`src/rtl/seq_mul_add_pkg.sv`:
```
`default_nettype none
// +--------------------------------------------------------------------------+
// | Module   : seq_mul_add_pkg                                               |
// | Brief    : Shared types and helpers for the seq_mul_add engine.          |
// |            Option macro: SEQ_MUL_ADD_SAT_EN (saturate on overflow).      |
// | Revision : 1.0 - initial release                                         |
// +--------------------------------------------------------------------------+
package seq_mul_add_pkg;

  typedef enum logic [1:0] {
    S0 = 2'd0,
    S1 = 2'd1,
    S2 = 2'd2,
    SF = 2'd3
  } state_e;

  // Widest full-precision result the helpers handle, i.e. DW up to 63.
  localparam int MAX_W = 128;

`ifdef SEQ_MUL_ADD_SAT_EN
  localparam bit SAT_EN = 1'b1;
`else
  localparam bit SAT_EN = 1'b0;
`endif

  function automatic int fw(input int dw);
    return 2 * dw + 1;
  endfunction

  function automatic logic [MAX_W-1:0] sat_trunc(input logic [MAX_W-1:0] full,
                                                 input logic             ovf,
                                                 input int               ow);
    logic [MAX_W-1:0] mask;
    mask = (ow >= MAX_W) ? '1 : ((MAX_W'(1) << ow) - MAX_W'(1));
    if (SAT_EN && ovf) return mask;
    return full & mask;
  endfunction

endpackage
`default_nettype wire

```
`src/rtl/seq_mul_add_dp.sv`:
```
`default_nettype none
// +--------------------------------------------------------------------------+
// | Module   : seq_mul_add_dp                                                |
// | Brief    : Combinational a*b+c at full width, overflow detect and        |
// |            wrap/saturate to OW bits (SEQ_MUL_ADD_SAT_EN selects sat).    |
// | Revision : 1.0 - initial release                                         |
// +--------------------------------------------------------------------------+
module seq_mul_add_dp
  import seq_mul_add_pkg::*;
#(
  parameter int DW = 32,
  parameter int OW = 32
) (
  input  logic [DW-1:0] a,
  input  logic [DW-1:0] b,
  input  logic [DW-1:0] c,
  output logic [OW-1:0] data_out,
  output logic          ovf
);

  localparam int FW = fw(DW);

  logic [FW-1:0] full;

  assign full = FW'(a) * FW'(b) + FW'(c);

  generate
    if (OW < FW) begin : g_ovf
      assign ovf = |full[FW-1:OW];
    end else begin : g_no_ovf
      assign ovf = 1'b0;
    end
  endgenerate

  assign data_out = OW'(sat_trunc(MAX_W'(full), ovf, OW));

endmodule
`default_nettype wire

```
`src/rtl/seq_mul_add.sv`:
```
`default_nettype none
// +--------------------------------------------------------------------------+
// | Module   : seq_mul_add                                                   |
// | Brief    : Streaming multiply-add: data_out = a*b + c over three         |
// |            consecutive samples, block or sliding-window grouping.        |
// |            Option macro: SEQ_MUL_ADD_SAT_EN (saturate on overflow).      |
// | Revision : 1.0 - initial release                                         |
// +--------------------------------------------------------------------------+
module seq_mul_add
  import seq_mul_add_pkg::*;
#(
  parameter int DW = 32,
  parameter int OW = 32
) (
  input  logic          clk,
  input  logic          rst,
  input  logic          validi,
  input  logic [DW-1:0] data_in,
  input  logic          slide,
  output logic          valido,
  output logic [OW-1:0] data_out,
  output logic          ovf
);

  state_e        state_q, state_d;
  logic [DW-1:0] s1_q, s1_d;
  logic [DW-1:0] s2_q, s2_d;
  logic          valido_q, valido_d;
  logic [OW-1:0] data_out_q, data_out_d;
  logic          ovf_q, ovf_d;
  logic          strobe;
  logic [OW-1:0] dp_data;
  logic          dp_ovf;

  // s2 holds the oldest sample, s1 the middle one; the newest is data_in itself.
  seq_mul_add_dp #(
    .DW(DW),
    .OW(OW)
  ) u_dp (
    .a       (s2_q),
    .b       (s1_q),
    .c       (data_in),
    .data_out(dp_data),
    .ovf     (dp_ovf)
  );

  always_ff @(posedge clk or negedge rst) begin
    if (!rst) begin
      state_q    <= S0;
      s1_q       <= '0;
      s2_q       <= '0;
      valido_q   <= 1'b0;
      data_out_q <= '0;
      ovf_q      <= 1'b0;
    end else begin
      state_q    <= state_d;
      s1_q       <= s1_d;
      s2_q       <= s2_d;
      valido_q   <= valido_d;
      data_out_q <= data_out_d;
      ovf_q      <= ovf_d;
    end
  end

  always_comb begin : next_state
    state_d = S0;
    if (validi) begin
      case (state_q)
        S0:      state_d = S1;
        S1:      state_d = S2;
        S2:      state_d = slide ? SF : S0;
        SF:      state_d = slide ? SF : S1;
        default: state_d = S0;
      endcase
    end
  end

  always_comb begin : outputs
    strobe     = validi && ((state_q == S2) || ((state_q == SF) && slide));
    s1_d       = s1_q;
    s2_d       = s2_q;
    if (validi) begin
      s2_d = s1_q;
      s1_d = data_in;
    end
    valido_d   = strobe;
    data_out_d = strobe ? dp_data : data_out_q;
    ovf_d      = strobe ? dp_ovf  : ovf_q;
  end

  assign valido   = valido_q;
  assign data_out = data_out_q;
  assign ovf      = ovf_q;

endmodule
`default_nettype wire

```
`config.mk`:
```
export PLATFORM = sky130hd
export DESIGN_NAME = seq_mul_add
export DESIGN_NICKNAME = d
export VERILOG_FILES = /design/src/rtl/seq_mul_add_pkg.sv /design/src/rtl/seq_mul_add_dp.sv /design/src/rtl/seq_mul_add.sv
export SDC_FILE = /design/constraint.sdc
export NUM_CORES = 2
export LEC_CHECK = 0
export CAP_MARGIN = 30
export CORE_MARGIN = 4
export CORE_UTILIZATION = 55
export CTS_BUF_LIST = sky130_fd_sc_hd__clkbuf_4 sky130_fd_sc_hd__clkbuf_8
export DETAILED_ROUTE_END_ITERATION = 6
export PLACE_DENSITY = 0.78
export REMOVE_ABC_BUFFERS = 1
export SYNTH_ARGS = -nofsm -noshare
export SYNTH_HDL_FRONTEND = slang
export SYNTH_SLANG_ARGS = --single-unit
```
`constraint.sdc`:
```
create_clock -name clk -period 10.9 [get_ports clk]
set_clock_uncertainty 0.15 [all_clocks]
set_input_delay 3.27 -clock clk [delete_from_list [all_inputs] [get_ports clk]]
set_output_delay 3.27 -clock clk [all_outputs]
set_load 0.03 [all_outputs]
```
## Yosys cells after proc, flatten, opt, wreduce, memory -nomap -nowiden

Cells that the tools add are included.

- Logic and storage cells: 20
- Input bits: 36
- Bits in registers: 100
- Output and inout port bits: 34

- Eq/ne operators: 3
- Reductions and logical operators: 5
- Multiply operators: 1
- Add/subtract/negate cells: 1
- Mux-type cells: 4

Operator list:

| kind | number |
|---|---|
| $add A64 B32 Y65 | 1 |
| $mul A32 B32 Y64 | 1 |
| $reduce_or A33 Y1 | 1 |
| $pmux W2 S4 | 1 |
| $mux W2 | 3 |
| $eq A2 B2 Y1 const B | 2 |
| $eq A2 B1 Y1 const B | 1 |
| $logic_and A1 B1 Y1 | 2 |
| $logic_not A2 Y1 | 1 |
| $logic_or A1 B1 Y1 | 1 |

## Longest topological paths before layout

- Depth after elaboration: 4
- Gate-level depth with buffers: 30
- Mapped depth without buffers: 28

## Cells and area by module

A second synthesis with hierarchy kept.

- Cell total of the unflattened synthesis: 3969
- Area, all modules: 38140.3 um^2

Modules (own cells, without submodules):

| module | instances | cells an instance | area an instance (um^2) |
|---|---|---|---|
| seq_mul_add_dp | 1 | 3753 | 34408.0 |
| seq_mul_add | 1 | 216 | 3732.3 |

## Worst setup path after synthesis

No wires, ideal clock.

- Kind: input to register
- From: input data_in[20]
- To: register ovf_q, in the netlist ovf
- Stages on the path: 26
- Arrival: 10301 ps
- Buffers on the path: 1
- Data required time: 10622 ps
- Setup slack: 321 ps
- Library setup time: 128 ps
- Cell sequence: inv_1 fa_1 fa_1 inv_1 fa_1 inv_1 fa_1 inv_1 fa_1 inv_1 fa_1 fa_1 fa_1 inv_1 ha_1 buf_2 nand4_2 nor3_2 nand3_1 a2111oi_0 o31ai_1 a2111oi_0 o2111ai_1 or4_1 nor4_1 a2bb2oi_1

- Word-level cells in the longest chain between the ends: 2

RTL lines:

| what | line | RTL |
|---|---|---|
| from (decl) | seq_mul_add.sv:18 | `input logic [DW-1:0] data_in,` |
| $add A64 B32 Y65 | seq_mul_add_dp.sv:25 | `assign full = FW'(a) * FW'(b) + FW'(c);` |
| $reduce_or A33 Y1 | seq_mul_add_dp.sv:29 | `assign ovf = \|full[FW-1:OW];` |
| to (signal assigned) | seq_mul_add.sv:61 | `ovf_q <= ovf_d;` |
| to (decl) | seq_mul_add.sv:30 | `logic ovf_q, ovf_d;` |

Every way passes these cells.
A chain may end at the register's enable or synchronous reset.

## Worst setup path in the final report

- From: input data_in[17]
- To: register ovf_q, in the netlist ovf

The elaborated chain is that of the path after synthesis.

==> insert_results.sql <==
INSERT INTO impl_metrics (metric_group, metric, value, unit) VALUES
('setup_path', 'arrival', '10.94', 'ns'),
('final_layout', 'final_core_utilization', '0.605', ''),
('floorplanning', 'start_util', '0.556', ''),
('setup_path', 'worst-r2r-setup-slack', '1.83', 'ns'),
('floorplanning', 'die_width', '272', 'um'),
('logic_synthesis', 'synth_warnings', '0', ''),
('global_routing', 'global_route.usage.total', '0.305', ''),
('cts', 'worst_skew_pair.late_latency', '0.49', 'ns'),
('logic_synthesis', 'synth_compound_gate_area_share', '0.0528', ''),
('global_routing', 'antenna_found_initial', '1', ''),
('setup_path', 'critical_path_class', 'in -> reg', ''),
('setup_path', 'crit_fanout', '5', ''),
('global_routing', 'first_global_vias', '32700', ''),
('routing', 'dr_total_vias', '28800', ''),
('routing', 'ant_nets', '0', ''),
('logic_synthesis', 'synth_area_leaders', 'fa_1, and2_1, ha_1, inv_1, dfrtp_1', ''),
('hold_path', 'hp-class', 'reg -> reg', ''),
('logic_synthesis', 'async_reset_ff_frac', '1.00', ''),
('setup_path', 'ff2ff_path_depth', '24', ''),
('floorplanning', 'ios', '70', ''),
('logic_synthesis', 'synth_area', '38300', 'um2'),
('flow_run', 'maxCapViolations', '0', ''),
('cts', 'clkTransAtPathRegs', '0.14', 'ns'),
('logic_synthesis', 'share_of_the_synthesized_area_in_the_top_cell_type', '0.486', ''),
('sta', 'finalSetupViolations', '0', ''),
('setup_path', 'reg2reg_to', 'ovf$_DFFE_PN0P_', ''),
('sta', 'finalMaxSlewViolations', '0', ''),
('cts', 'cts.hold.buffers_added', '0', ''),
('logic_synthesis', 'number_of_synthesized_flops_with_an_enable_pin', '0', ''),
('logic_synthesis', 'synth_cells', '4048', ''),
('placed_design', 'dp_hpwl', '87.4', 'mm'),
('logic_synthesis', 'synth_seq_area_share', '0.0654', ''),
('cts', 'clock_path_buffers', '2', ''),
('routing', 'dr.pass1.iters', '7', ''),
('hold_path', 'whs_endpoint', 'data_out[24]$_DFFE_PN0P_', ''),
('hold_path', 'hold_start', 'data_out[24]$_DFFE_PN0P_', ''),
('final_layout', 'final_nets', '5375', ''),
('global_routing', 'grt_pass1_wl', '176', 'mm'),
('placed_design', 'buffer_ports.inserted', '69', ''),
('placed_design', 'gp_congestion', '0.989', ''),
('sta', 'maxSlewHeadroom', '0.296', ''),
('routing', 'detail_route.wl_per_cell', '21.0', 'um'),
('global_routing', 'grt_start_max_net_pins', '59', ''),
('setup_path', 'critical_path.endpoint_type', 'flop', ''),
('sta', 'final.setup.tns', '0', 'ns'),
('final_layout', 'fillers', '5657', ''),
('logic_synthesis', 'synthXorXnorAreaFrac', '0.00801', ''),
('setup_path', 'regToRegStartpoint', 's1_q[17]$_DFFE_PN0P_', ''),
('cts', 'clockRootBuffer', 'clkbuf_8', ''),
('logic_synthesis', 'dominant_combinational_cell_family_by_area_after_synthesis', 'adder cells', ''),
('setup_path', 'nature_of_the_critical_path_startpoint', 'primary input', ''),
('setup_path', 'wp_data_required', '11.14', 'ns'),
('logic_synthesis', 'ys_types', '87', ''),
('routing', 'viasPerCell', '5.68', ''),
('status', 'status', 'finished clean', ''),
('sta', 'min_period_over_period', '0.982', ''),
('floorplanning', 'die-area', '73900', 'um2'),
('logic_synthesis', 'synth_top_flop_cell', 'dfrtp_1', ''),
('logic_synthesis', 'synth.most_common_cell', 'fa_1', ''),
('routing', 'drt_iter0_markers', '1885', ''),
('floorplanning', 'placeableCoreArea', '68800', 'um2'),
('logic_synthesis', 'yosys.area_share.simple', '0.177', ''),
('floorplanning', 'chipHeight', '272', 'um'),
('final_layout', 'layout-drive-gt1-share', '0.0962', ''),
('logic_synthesis', 'synth_adder_area_share', '0.574', ''),
('hold_path', 'worstHoldPathCells', '2', ''),
('logic_synthesis', 'yosys-mux-area-fraction', '0.0218', ''),
('global_routing', 'grt_overflow_total', '0', ''),
('cts', 'cts_made_buffers', '9', ''),
('sta', 'layout_min_cycle_time', '10.71', 'ns'),
('cts', 'cts_sinks', '100', ''),
('cts', 'cts_tree', 'built', ''),
('logic_synthesis', 'postSynthRegisterBits', '100', ''),
('sta', 'worst_slew_pin_slew', '1.06', 'ns'),
('logic_synthesis', 'synth_commonest_cells', 'fa_1, inv_1, and2_1', ''),
('floorplanning', 'fp-row-count', '96', ''),
('routing', 'wirelength', '107', 'mm'),
('routing', 'route.detailed.drc', '0', ''),
('cts', 'cts.htree.levels', '3', ''),
('sta', 'hold_viol_final', '0', ''),
('final_layout', 'area_delta_synth_final', '8.80', '%'),
('logic_synthesis', 'post_synth.cell_area_avg', '9.45', 'um2'),
('logic_synthesis', 'synthDominantAreaCellType', 'fa_1', ''),
('sta', 'max_freq', '93.4', 'MHz');
==> per-layer routing <==
| layer | wire, um | global-route usage | part of all wire |
|---|---|---|---|
| met5 | 13 | 0 | 0.00012 |
| met2 | 51500 | 0.509 | 0.48 |
| met4 | 5070 | 0.125 | 0.047 |
| met1 | 41300 | 0.397 | 0.39 |
| met3 | 8720 | 0.0529 | 0.082 |
==> placed cells by master, fill, tap and decap left out, types with 25 or more instances in the layout <==
master,Yosys,routed
buf_4,1,243
a21oi_1,84,79
o21a_1,25,25
clkdlybuf4s50_1,0,55
o21ai_0,64,62
nand2_1,557,557
nand4_1,25,25
dfrtp_1,100,97
inv_1,771,770
fa_1,929,926
ha_1,269,266
nor2_1,54,52
and2_1,597,597
mux2_2,67,67
==> worst max path at each step <==
stage	startpoint	endpoint	slack, ns	cells after the start
after global routing	data_in[30]	ovf$_DFFE_PN0P_	-0.007	24
after global placement	data_in[20]	ovf$_DFFE_PN0P_	-0.68	27
after CTS	data_in[21]	ovf$_DFFE_PN0P_	0.02	26
after detailed placement	data_in[20]	ovf$_DFFE_PN0P_	-0.83	28
final	data_in[17]	ovf$_DFFE_PN0P_	0.19	24
after floorplan	data_in[20]	ovf$_DFFE_PN0P_	0.31	25
==> kinds of logic (layout without fill, tap and decap cells) <==
logic type | count (synthesis) | in the layout
multiplexers | 75 | 75
other | 0 | 1
adder cells (fa/ha/maj) | 1198 | 1198
flip-flops | 100 | 100
AO/OA/AOI/OAI | 303 | 303
buffers and inverters | 1011 | 1109
XOR/XNOR | 35 | 35
AND/OR/NAND/NOR | 1326 | 1326
==> critical path, cell delays in order <==
cell	delay, ns
clkdlybuf4s50_1	0.45
fa_1	0.52
fa_1	0.45
fa_1	0.51
inv_1	0.06
fa_1	0.53
inv_1	0.06
fa_1	0.51
inv_1	0.06
fa_1	0.54
inv_1	0.05
fa_1	0.53
fa_2	0.48
ha_4	0.30
nand2_1	0.08
buf_4	0.17
or2_4	0.26
or4_4	0.51
a21oi_2	0.18
nor4_1	0.06
or4_1	0.55
or4_4	0.46
nor4_4	0.25
a2bb2oi_1	0.09
==> area by class of cell <==
cell class	instances	area, um2	share of cell area
Antenna cell	1	2.50	0.0000601
Clock buffer	9	124	0.00297
Clock inverter	7	80.1	0.00192
Inverter	772	2900	0.0696
Multi-Input combinational cell	2937	32100	0.771
Sequential cell	100	2510	0.0602
Tap cell	931	1160	0.0280
Timing Repair Buffer	321	2770	0.0665
==> stage by stage <==
stage	setup slack [ns]	instance area (um2)	hold WS, ns	std cells
2_1_floorplan	0.305	37300	0.317	3809
3_3_place_gp	-0.678	41000	0.311	5048
3_5_place_dp	-0.834	41100	0.318	5054
4_1_cts	0.0238	41400	0.344	5073
5_1_grt	-0.00725	41600	0.372	5077
6_report	0.193	41600	0.338	5078
==> registers in the layout, summed over array words and instances (netlist names) <==
signal	cells
s1_q	32
state_q	2
ovf	1
s2_q	32
valido	1
data_out	32
==> repair_timing <==
action                                  4_1_cts  5_1_grt
gates cloned                                  0        0
pin swaps                                    11       25
endpoints found under the setup margin        1        1
buffers inserted                              3        1
endpoints found under the hold margin         0        0
resized for setup                            18       36
Power is not shown: default switching activity piles up to over one toggle a cycle in this logic, so the estimate is an artifact.
